### config.mk
export PLATFORM = sky130hd
export DESIGN_NAME = z80_shared_ram_arbiter_flat
export DESIGN_NICKNAME = d
export VERILOG_FILES = /design/src/rtl/z80_arb_pkg.sv /design/src/rtl/z80_shared_ram_arbiter_if.sv /design/src/rtl/z80_arb_rr.sv /design/src/rtl/z80_shared_ram_arbiter.sv /design/src/flat_wrapper.sv
export SDC_FILE = /design/constraint.sdc
export NUM_CORES = 1
export LEC_CHECK = 0
export ABC_AREA = 1
export BUFFER_PORTS_ARGS = -buffer_cell sky130_fd_sc_hd__buf_2
export CORE_MARGIN = 5
export CORE_UTILIZATION = 45
export DETAILED_ROUTE_END_ITERATION = 8
export PLACE_DENSITY_LB_ADDON = 0.15
export SLEW_MARGIN = 10
export SYNTH_ARGS = -nofsm -noshare
export SYNTH_HDL_FRONTEND = slang
export SYNTH_HIERARCHICAL = 1
export SYNTH_SLANG_ARGS = --single-unit
### constraint.sdc
create_clock -name clk -period 3.73 [get_ports clk]
set_input_delay 0.1865 -clock clk [delete_from_list [all_inputs] [get_ports clk]]
set_output_delay 0.1865 -clock clk [all_outputs]
set_load 0.01 [all_outputs]
### src/rtl/z80_arb_pkg.sv
// Shared types and helpers for the Z80 shared-RAM arbiter.
// Holds the per-requester state encoding and the address-window hit test.
package z80_arb_pkg;

    localparam int unsigned MAX_REQ = 4;

    typedef enum logic [1:0] {
        StIdle = 2'd0,
        StPend = 2'd1,
        StInfl = 2'd2,
        StDone = 2'd3
    } arb_state_e;

    // Active memory cycle whose address falls inside the shared window.
    function automatic logic win_hit(input logic        mreq_n,
                                     input logic        rd_n,
                                     input logic        wr_n,
                                     input logic [15:0] addr,
                                     input logic [15:0] base,
                                     input logic [15:0] mask);
        return !mreq_n && (!rd_n || !wr_n) && ((addr & mask) == (base & mask));
    endfunction

endpackage

### src/rtl/z80_shared_ram_arbiter_if.sv
// CPU-side and RAM-side bus bundle of the shared-RAM arbiter.
// The slave modport is the arbiter's view, master is the CPUs plus RAM.
interface z80_shared_ram_arbiter_if #(
    parameter int unsigned NUM_REQ = 3,
    parameter int unsigned AW      = 11
);
    logic [NUM_REQ-1:0]    req_mreq_n;
    logic [NUM_REQ-1:0]    req_rd_n;
    logic [NUM_REQ-1:0]    req_wr_n;
    logic [NUM_REQ*16-1:0] req_addr;
    logic [NUM_REQ*8-1:0]  req_dout;
    logic [NUM_REQ-1:0]    req_wait_n;
    logic [NUM_REQ*8-1:0]  req_din;
    logic [NUM_REQ-1:0]    req_sel;
    logic [AW-1:0]         ram_addr;
    logic                  ram_we;
    logic [7:0]            ram_wdata;
    logic [7:0]            ram_rdata;
    logic [1:0]            grant_id;
    logic                  grant_vld;

    modport slave (
        input  req_mreq_n, req_rd_n, req_wr_n, req_addr, req_dout, ram_rdata,
        output req_wait_n, req_din, req_sel, ram_addr, ram_we, ram_wdata, grant_id, grant_vld
    );

    modport master (
        output req_mreq_n, req_rd_n, req_wr_n, req_addr, req_dout, ram_rdata,
        input  req_wait_n, req_din, req_sel, ram_addr, ram_we, ram_wdata, grant_id, grant_vld
    );

endinterface

### src/rtl/z80_arb_rr.sv
// Round-robin picker: first pending requester at or after rr_ptr_i wins.
module z80_arb_rr #(
    parameter int unsigned NUM_REQ = 3
) (
    input  logic [NUM_REQ-1:0] pending_i,
    input  logic [1:0]         rr_ptr_i,
    output logic [NUM_REQ-1:0] winner_oh_o,
    output logic [1:0]         winner_idx_o,
    output logic               valid_o
);

    always_comb begin
        logic       found;
        logic [2:0] sum;
        logic [1:0] idx;
        winner_oh_o  = '0;
        winner_idx_o = 2'd0;
        found        = 1'b0;
        for (int off = 0; off < int'(NUM_REQ); off++) begin
            sum = {1'b0, rr_ptr_i} + 3'(off);
            if (sum >= 3'(NUM_REQ)) begin
                sum = sum - 3'(NUM_REQ);
            end
            idx = sum[1:0];
            if (!found && pending_i[idx]) begin
                found             = 1'b1;
                winner_oh_o[idx]  = 1'b1;
                winner_idx_o      = idx;
            end
        end
        valid_o = found;
    end

endmodule

### src/rtl/z80_shared_ram_arbiter.sv
// Arbitrates NUM_REQ wait-stretched Z80 buses onto one synchronous shared RAM,
// one round-robin grant per clock; each bus cycle yields exactly one RAM access.
module z80_shared_ram_arbiter
    import z80_arb_pkg::*;
#(
    parameter int unsigned NUM_REQ  = 3,
    parameter int unsigned AW       = 11,
    parameter logic [15:0] WIN_BASE = 16'h8800,
    parameter logic [15:0] WIN_MASK = 16'hF800
) (
    input logic                      clk,
    input logic                      reset_n,
    z80_shared_ram_arbiter_if.slave  bus
);

    logic [NUM_REQ-1:0] hit;
    logic [NUM_REQ-1:0] pending;
    logic [NUM_REQ-1:0] win_oh;
    logic [1:0]         win_idx;
    logic               win_vld;
    logic [1:0]         rr_ptr_q, rr_ptr_d;
    logic [AW-1:0]      addr_q, addr_d;
    logic [7:0]         wdata_q, wdata_d;
    logic [AW-1:0]      mux_addr;
    logic [7:0]         mux_wdata;
    logic               mux_we;

    for (genvar g = 0; g < int'(NUM_REQ); g++) begin : g_req
        arb_state_e state_q, state_d;
        logic [7:0] hold_q, hold_d;

        assign hit[g] = win_hit(bus.req_mreq_n[g], bus.req_rd_n[g], bus.req_wr_n[g],
                                bus.req_addr[16*g +: 16], WIN_BASE, WIN_MASK);
        // Gated by reset so nothing is granted (or written) while reset is held.
        assign pending[g] = reset_n & hit[g] & ((state_q == StIdle) | (state_q == StPend));
        assign bus.req_wait_n[g]       = !(hit[g] && (state_q != StDone));
        assign bus.req_sel[g]          = hit[g];
        assign bus.req_din[8*g +: 8]   = hold_q;

        always_comb begin
            state_d = state_q;
            hold_d  = hold_q;
            if (!hit[g]) begin
                state_d = StIdle;
            end else begin
                unique case (state_q)
                    StIdle: state_d = win_oh[g] ? StInfl : StPend;
                    StPend: if (win_oh[g]) state_d = StInfl;
                    StInfl: begin
                        state_d = StDone;
                        if (!bus.req_rd_n[g]) hold_d = bus.ram_rdata;
                    end
                    StDone: state_d = StDone;
                    default: state_d = StIdle;
                endcase
            end
        end

        always_ff @(posedge clk or negedge reset_n) begin
            if (!reset_n) begin
                state_q <= StIdle;
                hold_q  <= 8'h00;
            end else begin
                state_q <= state_d;
                hold_q  <= hold_d;
            end
        end
    end

    z80_arb_rr #(
        .NUM_REQ (NUM_REQ)
    ) u_rr (
        .pending_i    (pending),
        .rr_ptr_i     (rr_ptr_q),
        .winner_oh_o  (win_oh),
        .winner_idx_o (win_idx),
        .valid_o      (win_vld)
    );

    always_comb begin
        mux_addr  = addr_q;
        mux_wdata = wdata_q;
        mux_we    = 1'b0;
        addr_d    = addr_q;
        wdata_d   = wdata_q;
        rr_ptr_d  = rr_ptr_q;
        for (int i = 0; i < int'(NUM_REQ); i++) begin
            if (win_oh[i]) begin
                mux_addr  = bus.req_addr[16*i +: AW];
                mux_wdata = bus.req_dout[8*i +: 8];
                // Read wins when both strobes are low.
                mux_we    = reset_n & bus.req_rd_n[i] & ~bus.req_wr_n[i];
            end
        end
        if (win_vld) begin
            addr_d   = mux_addr;
            wdata_d  = mux_wdata;
            rr_ptr_d = (win_idx == 2'(NUM_REQ - 1)) ? 2'd0 : win_idx + 2'd1;
        end
    end

    assign bus.ram_addr  = mux_addr;
    assign bus.ram_wdata = mux_wdata;
    assign bus.ram_we    = mux_we;
    assign bus.grant_vld = win_vld;
    assign bus.grant_id  = win_idx;

    always_ff @(posedge clk or negedge reset_n) begin
        if (!reset_n) begin
            rr_ptr_q <= 2'd0;
            addr_q   <= '0;
            wdata_q  <= 8'h00;
        end else begin
            rr_ptr_q <= rr_ptr_d;
            addr_q   <= addr_d;
            wdata_q  <= wdata_d;
        end
    end

endmodule

### src/flat_wrapper.sv
// flat-port wrapper written by rule: the top's interface ports become plain ports
module z80_shared_ram_arbiter_flat import z80_arb_pkg::*;
#(
    parameter int unsigned NUM_REQ  = 3,
    parameter int unsigned AW       = 11,
    parameter logic [15:0] WIN_BASE = 16'h8800,
    parameter logic [15:0] WIN_MASK = 16'hF800
)
  (clk, reset_n, bus_req_mreq_n, bus_req_rd_n, bus_req_wr_n, bus_req_addr, bus_req_dout, bus_ram_rdata, bus_req_wait_n, bus_req_din, bus_req_sel, bus_ram_addr, bus_ram_we, bus_ram_wdata, bus_grant_id, bus_grant_vld);
  z80_shared_ram_arbiter_if #(.NUM_REQ(NUM_REQ), .AW(AW)) bus_i ();
  input logic clk;
  input logic reset_n;
  input wire logic [$bits(bus_i.req_mreq_n)-1:0] bus_req_mreq_n;
  input wire logic [$bits(bus_i.req_rd_n)-1:0] bus_req_rd_n;
  input wire logic [$bits(bus_i.req_wr_n)-1:0] bus_req_wr_n;
  input wire logic [$bits(bus_i.req_addr)-1:0] bus_req_addr;
  input wire logic [$bits(bus_i.req_dout)-1:0] bus_req_dout;
  input wire logic [$bits(bus_i.ram_rdata)-1:0] bus_ram_rdata;
  output wire logic [$bits(bus_i.req_wait_n)-1:0] bus_req_wait_n;
  output wire logic [$bits(bus_i.req_din)-1:0] bus_req_din;
  output wire logic [$bits(bus_i.req_sel)-1:0] bus_req_sel;
  output wire logic [$bits(bus_i.ram_addr)-1:0] bus_ram_addr;
  output wire logic [$bits(bus_i.ram_we)-1:0] bus_ram_we;
  output wire logic [$bits(bus_i.ram_wdata)-1:0] bus_ram_wdata;
  output wire logic [$bits(bus_i.grant_id)-1:0] bus_grant_id;
  output wire logic [$bits(bus_i.grant_vld)-1:0] bus_grant_vld;
  assign bus_i.req_mreq_n = bus_req_mreq_n;
  assign bus_i.req_rd_n = bus_req_rd_n;
  assign bus_i.req_wr_n = bus_req_wr_n;
  assign bus_i.req_addr = bus_req_addr;
  assign bus_i.req_dout = bus_req_dout;
  assign bus_i.ram_rdata = bus_ram_rdata;
  assign bus_req_wait_n = bus_i.req_wait_n;
  assign bus_req_din = bus_i.req_din;
  assign bus_req_sel = bus_i.req_sel;
  assign bus_ram_addr = bus_i.ram_addr;
  assign bus_ram_we = bus_i.ram_we;
  assign bus_ram_wdata = bus_i.ram_wdata;
  assign bus_grant_id = bus_i.grant_id;
  assign bus_grant_vld = bus_i.grant_vld;
  z80_shared_ram_arbiter #(.NUM_REQ(NUM_REQ), .AW(AW), .WIN_BASE(WIN_BASE), .WIN_MASK(WIN_MASK)) u_core (.clk(clk), .reset_n(reset_n), .bus(bus_i));
endmodule
==> impl_metrics.env, run 1 <==
export IMPL_final_common_cell="nand2_1"
export IMPL_gp_congestion=0.844
export IMPL_fin_nets=772
export IMPL_drtIter0Drc=131
export IMPL_cts_tree="yes"
export IMPL_path_clk_slew_ns=0.10
export IMPL_start_util_pct=46.6
export IMPL_vdd_drop_max_mv=0.344
export IMPL_finalSetupViolCount=0
export IMPL_grt_pass1_wl_um=16100
export IMPL_first_global_vias=3597
export IMPL_port_buffers=143
export IMPL_h_tree_depth=2
export IMPL_avgViaCountPerCell=4.65
export IMPL_r2r_end="u_core/rr_ptr_q[0]"
export IMPL_grt_max_degree=42
export IMPL_hp_start="bus_ram_rdata[0]"
export IMPL_synth_avg_cell_area_sq_um=6.30
export IMPL_total_leakage_power_nw=2.60
export IMPL_syn_to_final_growth_pct=25.7
export IMPL_timing_fmax_mhz=299
export IMPL_layout_drive_gt1_share_pct=27.4
export IMPL_n_fill_cell=777
export IMPL_p_sw_mw=1.07
export IMPL_worstHoldPathCells=3
export IMPL_io_pins=144
export IMPL_internal_power_mw=1.24
export IMPL_root_buffer="clkbuf_8"
export IMPL_min_period_over_period_pct=89.7
export IMPL_route_detailed_drc=0
export IMPL_fin_skew_ns=0.00571
export IMPL_power_frac_comb_pct=55.4
export IMPL_required_ns=3.54
export IMPL_p_sw_share_pct=46.4
export IMPL_die_area_sq_um=9380
export IMPL_routed_wl_um=9210
export IMPL_p_seq_share_pct=30.2
export IMPL_crit_path_start_kind="input pin"
export IMPL_status="finished, final reports clean"
export IMPL_syn_inst=539
export IMPL_die_h_um=96.9
export IMPL_ff2ff_setup_slack_ns=1.10
export IMPL_drt_first_pass_iters=4
export IMPL_syn_area_sq_um=3390
export IMPL_diodes=0
export IMPL_path_max_fanout=25
export IMPL_clk_latency_ns=0.31
export IMPL_rr_startpoint="u_core/rr_ptr_q[0]"
export IMPL_tightestPinTransition_ns=0.619
export IMPL_dr_total_vias=3616
export IMPL_synth_warnings=6
export IMPL_rows=31
export IMPL_cts_buffers_inserted=5
export IMPL_synth_ff_latch_count=51
export IMPL_endpoint_kind="output port"
export IMPL_fp_dieW_um=96.9
export IMPL_yosysSeqAreaShare_pct=37.6
export IMPL_cts_sinks=51
export IMPL_utilization_pct=58.5
export IMPL_wl_per_cell_um=11.9
export IMPL_dp_cells=768
export IMPL_core_sq_um=7290
export IMPL_cp_startpoint="reset_n"
export IMPL_period_minus_slack_ns=3.34
export IMPL_whs_endpoint="u_core/g_req[2].hold_q[0]"
export IMPL_dp_hpwl_um=7250
export IMPL_clockPowerShare_pct=14.4
export IMPL_fin_setup_tns_ns=0
export IMPL_most_common_layout_cells="242 x nand2_1, 143 x buf_2, 69 x inv_1"
export IMPL_cap_violations=0
export IMPL_cts_buffer_depth=2
export IMPL_antenna_found_initial=1
export IMPL_hp_class="in2reg"
export IMPL_ant_nets=0
export IMPL_hold_viol_final=0
export IMPL_reg2reg_depth=10
export IMPL_grt_overflow_total=0
export IMPL_p_per_area_nw_per_um2=542
export IMPL_fin_cells=777
export IMPL_worstPathArrival_ns=3.16
export IMPL_synthesis_nets=634
export IMPL_grt_setup_unrepaired="no"
export IMPL_relSlewSlack_pct=58.7
export IMPL_drv_slew=0
export IMPL_worstSetupPathType="in2out"
export IMPL_grtUsageTotal_pct=20.1
export IMPL_synthDistinctLibCells=26
==> sequential cells by signal, indices dropped and copies added, names as in the netlist <==
| register | flops |
|---|---|
| u_core/g_req.state_q | 6 |
| u_core/g_req.hold_q | 24 |
| u_core/wdata_q | 8 |
| u_core/addr_q | 11 |
| u_core/rr_ptr_q | 2 |
==> area by class of cell <==
cell class	count	area [sq um]	area share [%]
Clock buffer	5	68.8	1.61
Multi-Input combinational cell	388	1690	39.7
Inverter	80	303	7.10
Sequential cell	51	1280	29.9
Timing Repair Buffer	151	778	18.2
Clock inverter	3	23.8	0.557
Tap cell	99	124	2.90
==> power by group through the flow <==
stage          clock network (mW)  registers (mW)  logic (mW)
2_1_floorplan                   0           0.693       0.910
3_3_place_gp                    0           0.704        1.28
3_5_place_dp                    0           0.707        1.29
4_1_cts                     0.345           0.698        1.30
5_1_grt                     0.371           0.710        1.48
6_report                    0.332           0.699        1.28
==> worst max-delay path, stage by stage <==
cell	delay (ns)
dlygate4sd3_1	0.51
buf_2	0.47
and3_2	0.29
inv_1	0.09
o21ai_1	0.21
nand2_4	0.10
inv_2	0.08
nand2_1	0.05
nand2_1	0.07
inv_1	0.03
nand2_1	0.30
inv_2	0.25
nand2_1	0.13
nand3_1	0.08
nand2_1	0.08
nand2_1	0.06
buf_2	0.14
==> cell usage after synthesis <==
| cell type | n | area [sq um] |
|---|---|---|
| nand2_4 | 2 | 22.5 |
| clkbuf_2 | 1 | 5.00 |
| and3_2 | 1 | 7.51 |
| nand2_1 | 242 | 908 |
| buf_6 | 3 | 33.8 |
| inv_1 | 69 | 259 |
| dfrtp_1 | 51 | 1280 |
| nand3_2 | 3 | 30.0 |
| nor3_4 | 1 | 16.3 |
| buf_2 | 9 | 45.0 |
| or2_2 | 1 | 6.26 |
| nor2_4 | 3 | 33.8 |
| or2_1 | 1 | 6.26 |
| o21ai_1 | 1 | 5.00 |
| buf_4 | 4 | 30.0 |
| nand3_1 | 58 | 290 |
| o21a_1 | 2 | 15.0 |
| ha_1 | 4 | 50.1 |
| o21ai_0 | 6 | 30.0 |
| a21oi_1 | 4 | 20.0 |
| buf_1 | 1 | 3.75 |
| inv_2 | 11 | 41.3 |
| nor2_1 | 53 | 199 |
| clkbuf_1 | 2 | 7.51 |
| o31ai_4 | 1 | 21.3 |
| nand2_2 | 5 | 31.3 |
==> layer usage <==
metal / wire (um) / part of all wire, % / GRT usage [%] / vias up
met5: 11 / 0.12 / 0 / -
met4: 93 / 1.0 / 5.29 / 2
met1: 4000 / 43 / 24.7 / 1583
li1: - / - / - / 1885
met2: 4370 / 47 / 35.0 / 133
met3: 733 / 8.0 / 4.82 / 13
==> per-stage QoR <==
step / power [mW] / setup WS [ns] / cell area (sq um) / hold slack [ns]
global placement: 1.99 / 0.710 / 4160 / 0.204
global route: 2.56 / 0.0125 / 4270 / 0.122
detailed placement: 2.00 / 0.641 / 4160 / 0.204
CTS: 2.34 / 0.196 / 4260 / 0.112
finish: 2.31 / 0.386 / 4270 / 0.126
floorplan: 1.60 / 1.59 / 3390 / -0.109
==> cells by family after synthesis <==
family	synth area share (%)
fa+ha+maj	1.47
flops	37.6
buf+inv	12.5
simple gates	45.7
compound gates	2.69
==> repair_timing <==
action / CTS / global route
endpoints found under the hold margin: 20 / 0
hold buffers: 1 / 0
setup endpoints to repair: 0 / 9
resized for setup: 0 / 2
setup buffers: 0 / 0
==> worst max path at each step <==
stage                       endpoint  slack (ns)
floorplan                 bus_ram_we        1.59
global placement          bus_ram_we        0.71
detailed placement        bus_ram_we        0.64
CTS                       bus_ram_we        0.20
global route         bus_ram_addr[0]        0.01
finish              bus_ram_wdata[6]        0.39
Power figures use the tool's default switching activity.
==> run 2, diff against run 1 <==
--- a/config.mk
+++ b/config.mk
@@ -6,7 +6,7 @@
 export NUM_CORES = 1
 export LEC_CHECK = 0
 export ABC_AREA = 1
-export BUFFER_PORTS_ARGS = -buffer_cell sky130_fd_sc_hd__buf_2
+export BUFFER_PORTS_ARGS = -buffer_cell sky130_fd_sc_hd__buf_4
 export CORE_MARGIN = 5
 export CORE_UTILIZATION = 45
 export DETAILED_ROUTE_END_ITERATION = 8
==> run 2 against run 1 <==
  * Final cell count fell by 0.13%
  * Sequential power barely moved
  * Count of clock-buffer cells in the layout did not move
  * Fmax rose by 0.81%
  * Final area rose by 9.2%
  * Wire length rose by 5.9%
  * Via count rose by 0.94%
  * Sequential cell count did not move
  * Combinational power rose by 12%
  * Total power rose by 12%
  * Utilization rose by 5.4 points
  * Hold slack got worse by 0.016 ns
  * Critical path type unchanged
  * Critical endpoint is now bus_ram_we
  * Largest cell class unchanged
  * Highest routed layer is now met4
==> impl_metrics.env, run 2 (same netlist as run 1, synthesis figures left out) <==
export IMPL_drv_slew=0
export IMPL_endpoint_kind="output port"
export IMPL_tightestPinTransition_ns=0.679
export IMPL_die_h_um=96.9
export IMPL_hp_class="in2reg"
export IMPL_cpPeakStageDelay_ns=0.53
export IMPL_cts_sinks=51
export IMPL_core_sq_um=7290
export IMPL_grt_pass1_wl_um=16700
export IMPL_status="finished, final reports clean"
export IMPL_reg_largest_list="u_core/g_req.hold_q: 24 flops, u_core/addr_q: 11 flops, u_core/wdata_q: 8 flops"
export IMPL_rr_startpoint="u_core/rr_ptr_q[0]"
export IMPL_hold_viol_final=0
export IMPL_cpLargestDelayFamily="buffers and inverters"
export IMPL_h_tree_depth=2
export IMPL_grt_max_degree=41
export IMPL_largest_register="u_core/g_req.hold_q"
export IMPL_cts_buffers_inserted=5
export IMPL_antenna_found_initial=0
export IMPL_ff2ff_setup_slack_ns=0.99
export IMPL_p_per_area_nw_per_um2=558
export IMPL_total_leakage_power_nw=2.74
export IMPL_finalSetupViolCount=0
export IMPL_drtIter0Drc=171
export IMPL_first_global_vias=3639
export IMPL_cp_endpoint="bus_ram_we"
export IMPL_path_max_fanout=40
export IMPL_cp_startpoint="reset_n"
export IMPL_dr_total_vias=3650
export IMPL_port_buffers=143
export IMPL_syn_to_final_growth_pct=37.2
export IMPL_rows=31
export IMPL_ant_nets=0
export IMPL_route_detailed_drc=0
export IMPL_post_cts_resized=0
export IMPL_timing_fmax_mhz=301
export IMPL_io_pins=144
export IMPL_cp_buffers_inverters=7
export IMPL_crit_cells=17
export IMPL_root_buffer="clkbuf_8"
export IMPL_grt_overflow_total=0
export IMPL_gp_congestion=0.899
export IMPL_worstPathArrival_ns=3.13
export IMPL_clk_latency_ns=0.31
export IMPL_period_minus_slack_ns=3.32
export IMPL_most_common_layout_cells="242 x nand2_1, 149 x buf_4, 69 x inv_1"
export IMPL_cts_buffer_depth=2
export IMPL_relSlewSlack_pct=54.7
export IMPL_r2r_end="u_core/addr_q[9]"
export IMPL_fp_dieW_um=96.9
export IMPL_largest_reg_flops=24
export IMPL_start_util_pct=46.6
export IMPL_final_common_cell="nand2_1"
export IMPL_die_area_sq_um=9380
export IMPL_min_period_over_period_pct=88.9
export IMPL_crit_slowest_cell="dlygate4sd3_1"
export IMPL_diodes=0
export IMPL_grt_setup_unrepaired="no"
export IMPL_crit_path_start_kind="input pin"
export IMPL_required_ns=3.54
export IMPL_cap_violations=0
export IMPL_wl_per_cell_um=12.6
export IMPL_total_power_mw=2.60
export IMPL_fin_skew_ns=0.00474
export IMPL_path_clk_slew_ns=0.10
export IMPL_worstSetupPathType="in2out"
export IMPL_avgViaCountPerCell=4.70
export IMPL_drt_first_pass_iters=6
export IMPL_routed_wl_um=9750
export IMPL_layout_drive_gt1_share_pct=27.3
export IMPL_worst_path_most_repeated_cell="nand3_1"
export IMPL_grtUsageTotal_pct=21.1
export IMPL_vdd_drop_max_mv=0.374
export IMPL_reg2reg_depth=16
export IMPL_fin_nets=771
export IMPL_cp_cell_sequence="dlygate4sd3_1, buf_4, and3_2, inv_1, o21ai_1, nand2_4, nand2_2, inv_2, nand3_1, nand2_1, inv_2, nor2_1, nand2_1, nand3_1, nand3_1, inv_1, buf_4"
export IMPL_fin_setup_tns_ns=0
export IMPL_cts_tree="yes"
export IMPL_utilization_pct=63.9
export IMPL_dp_hpwl_um=7620
run 2: metal layers:
metal / part of all wire, % / GRT usage [%] / up-vias / wire length (um)
li1: - / - / 1879 / -
met1: 43 / 25.6 / 1617 / 4160
met2: 48 / 36.1 / 146 / 4670
met3: 8.3 / 6.19 / 8 / 811
met4: 1.2 / 5.94 / 0 / 116
met5: 0 / 0 / - / 0
run 2: final cells by class:
cell class,count,area (sq um)
Clock buffer,5,68.8
Clock inverter,3,67.6
Multi-Input combinational cell,388,1690
Inverter,80,300
Tap cell,99,124
Sequential cell,51,1280
Fill cell,721,2630
Timing Repair Buffer,150,1130
run 2: what timing repair did:
item / 4_1_cts / 5_1_grt
endpoints found under the hold margin: 27 / 0
buffers inserted: 0 / 0
hold buffers: 1 / 0
run 2: how the worst min path moves through the flow:
stage	from	endpoint	slack, ns	depth (start not counted)
2_1_floorplan	reset_n	u_core/addr_q[0]	-0.11	0
4_1_cts	bus_ram_rdata[5]	u_core/g_req[2].hold_q[5]	0.10	3
6_report	bus_ram_rdata[4]	u_core/g_req[2].hold_q[4]	0.11	3
3_5_place_dp	reset_n	u_core/g_req[1].hold_q[5]	0.14	1
3_3_place_gp	reset_n	u_core/g_req[1].hold_q[5]	0.14	1
5_1_grt	bus_ram_rdata[4]	u_core/g_req[2].hold_q[4]	0.11	3
run 2: power by group:
group	total (mW)	switching, mW	internal, mW	leakage [nW]
clock network	0.459	0.192	0.268	0.0644
registers	0.698	0.0526	0.646	0.607
logic	1.44	0.856	0.585	2.07
run 2: worst register-to-register path, stage by stage (launching register included):
cell and delay (ns):
dfrtp_1 0.40, inv_1 0.08, ha_1 0.44, inv_2 0.12, nand2_1 0.09, nand3_1 0.10
nand2_2 0.11, nand3_1 0.07, nand2_1 0.06, inv_1 0.04, nand2_1 0.43, buf_4 0.36
nor2_1 0.10, nand2_1 0.07, nand2_1 0.06, nand2_1 0.06, nand2_1 0.05
run 2: per-stage QoR:
step           area [sq um]  setup WS, ns  instances  hold WS (ns)
3_3_place_gp           4510         0.707        767         0.137
5_1_grt                4660        0.0849        776         0.114
6_report               4660         0.413        776         0.110
3_5_place_dp           4510         0.649        767         0.140
4_1_cts                4660         0.358        776         0.102
2_1_floorplan          3390          1.59        539        -0.109
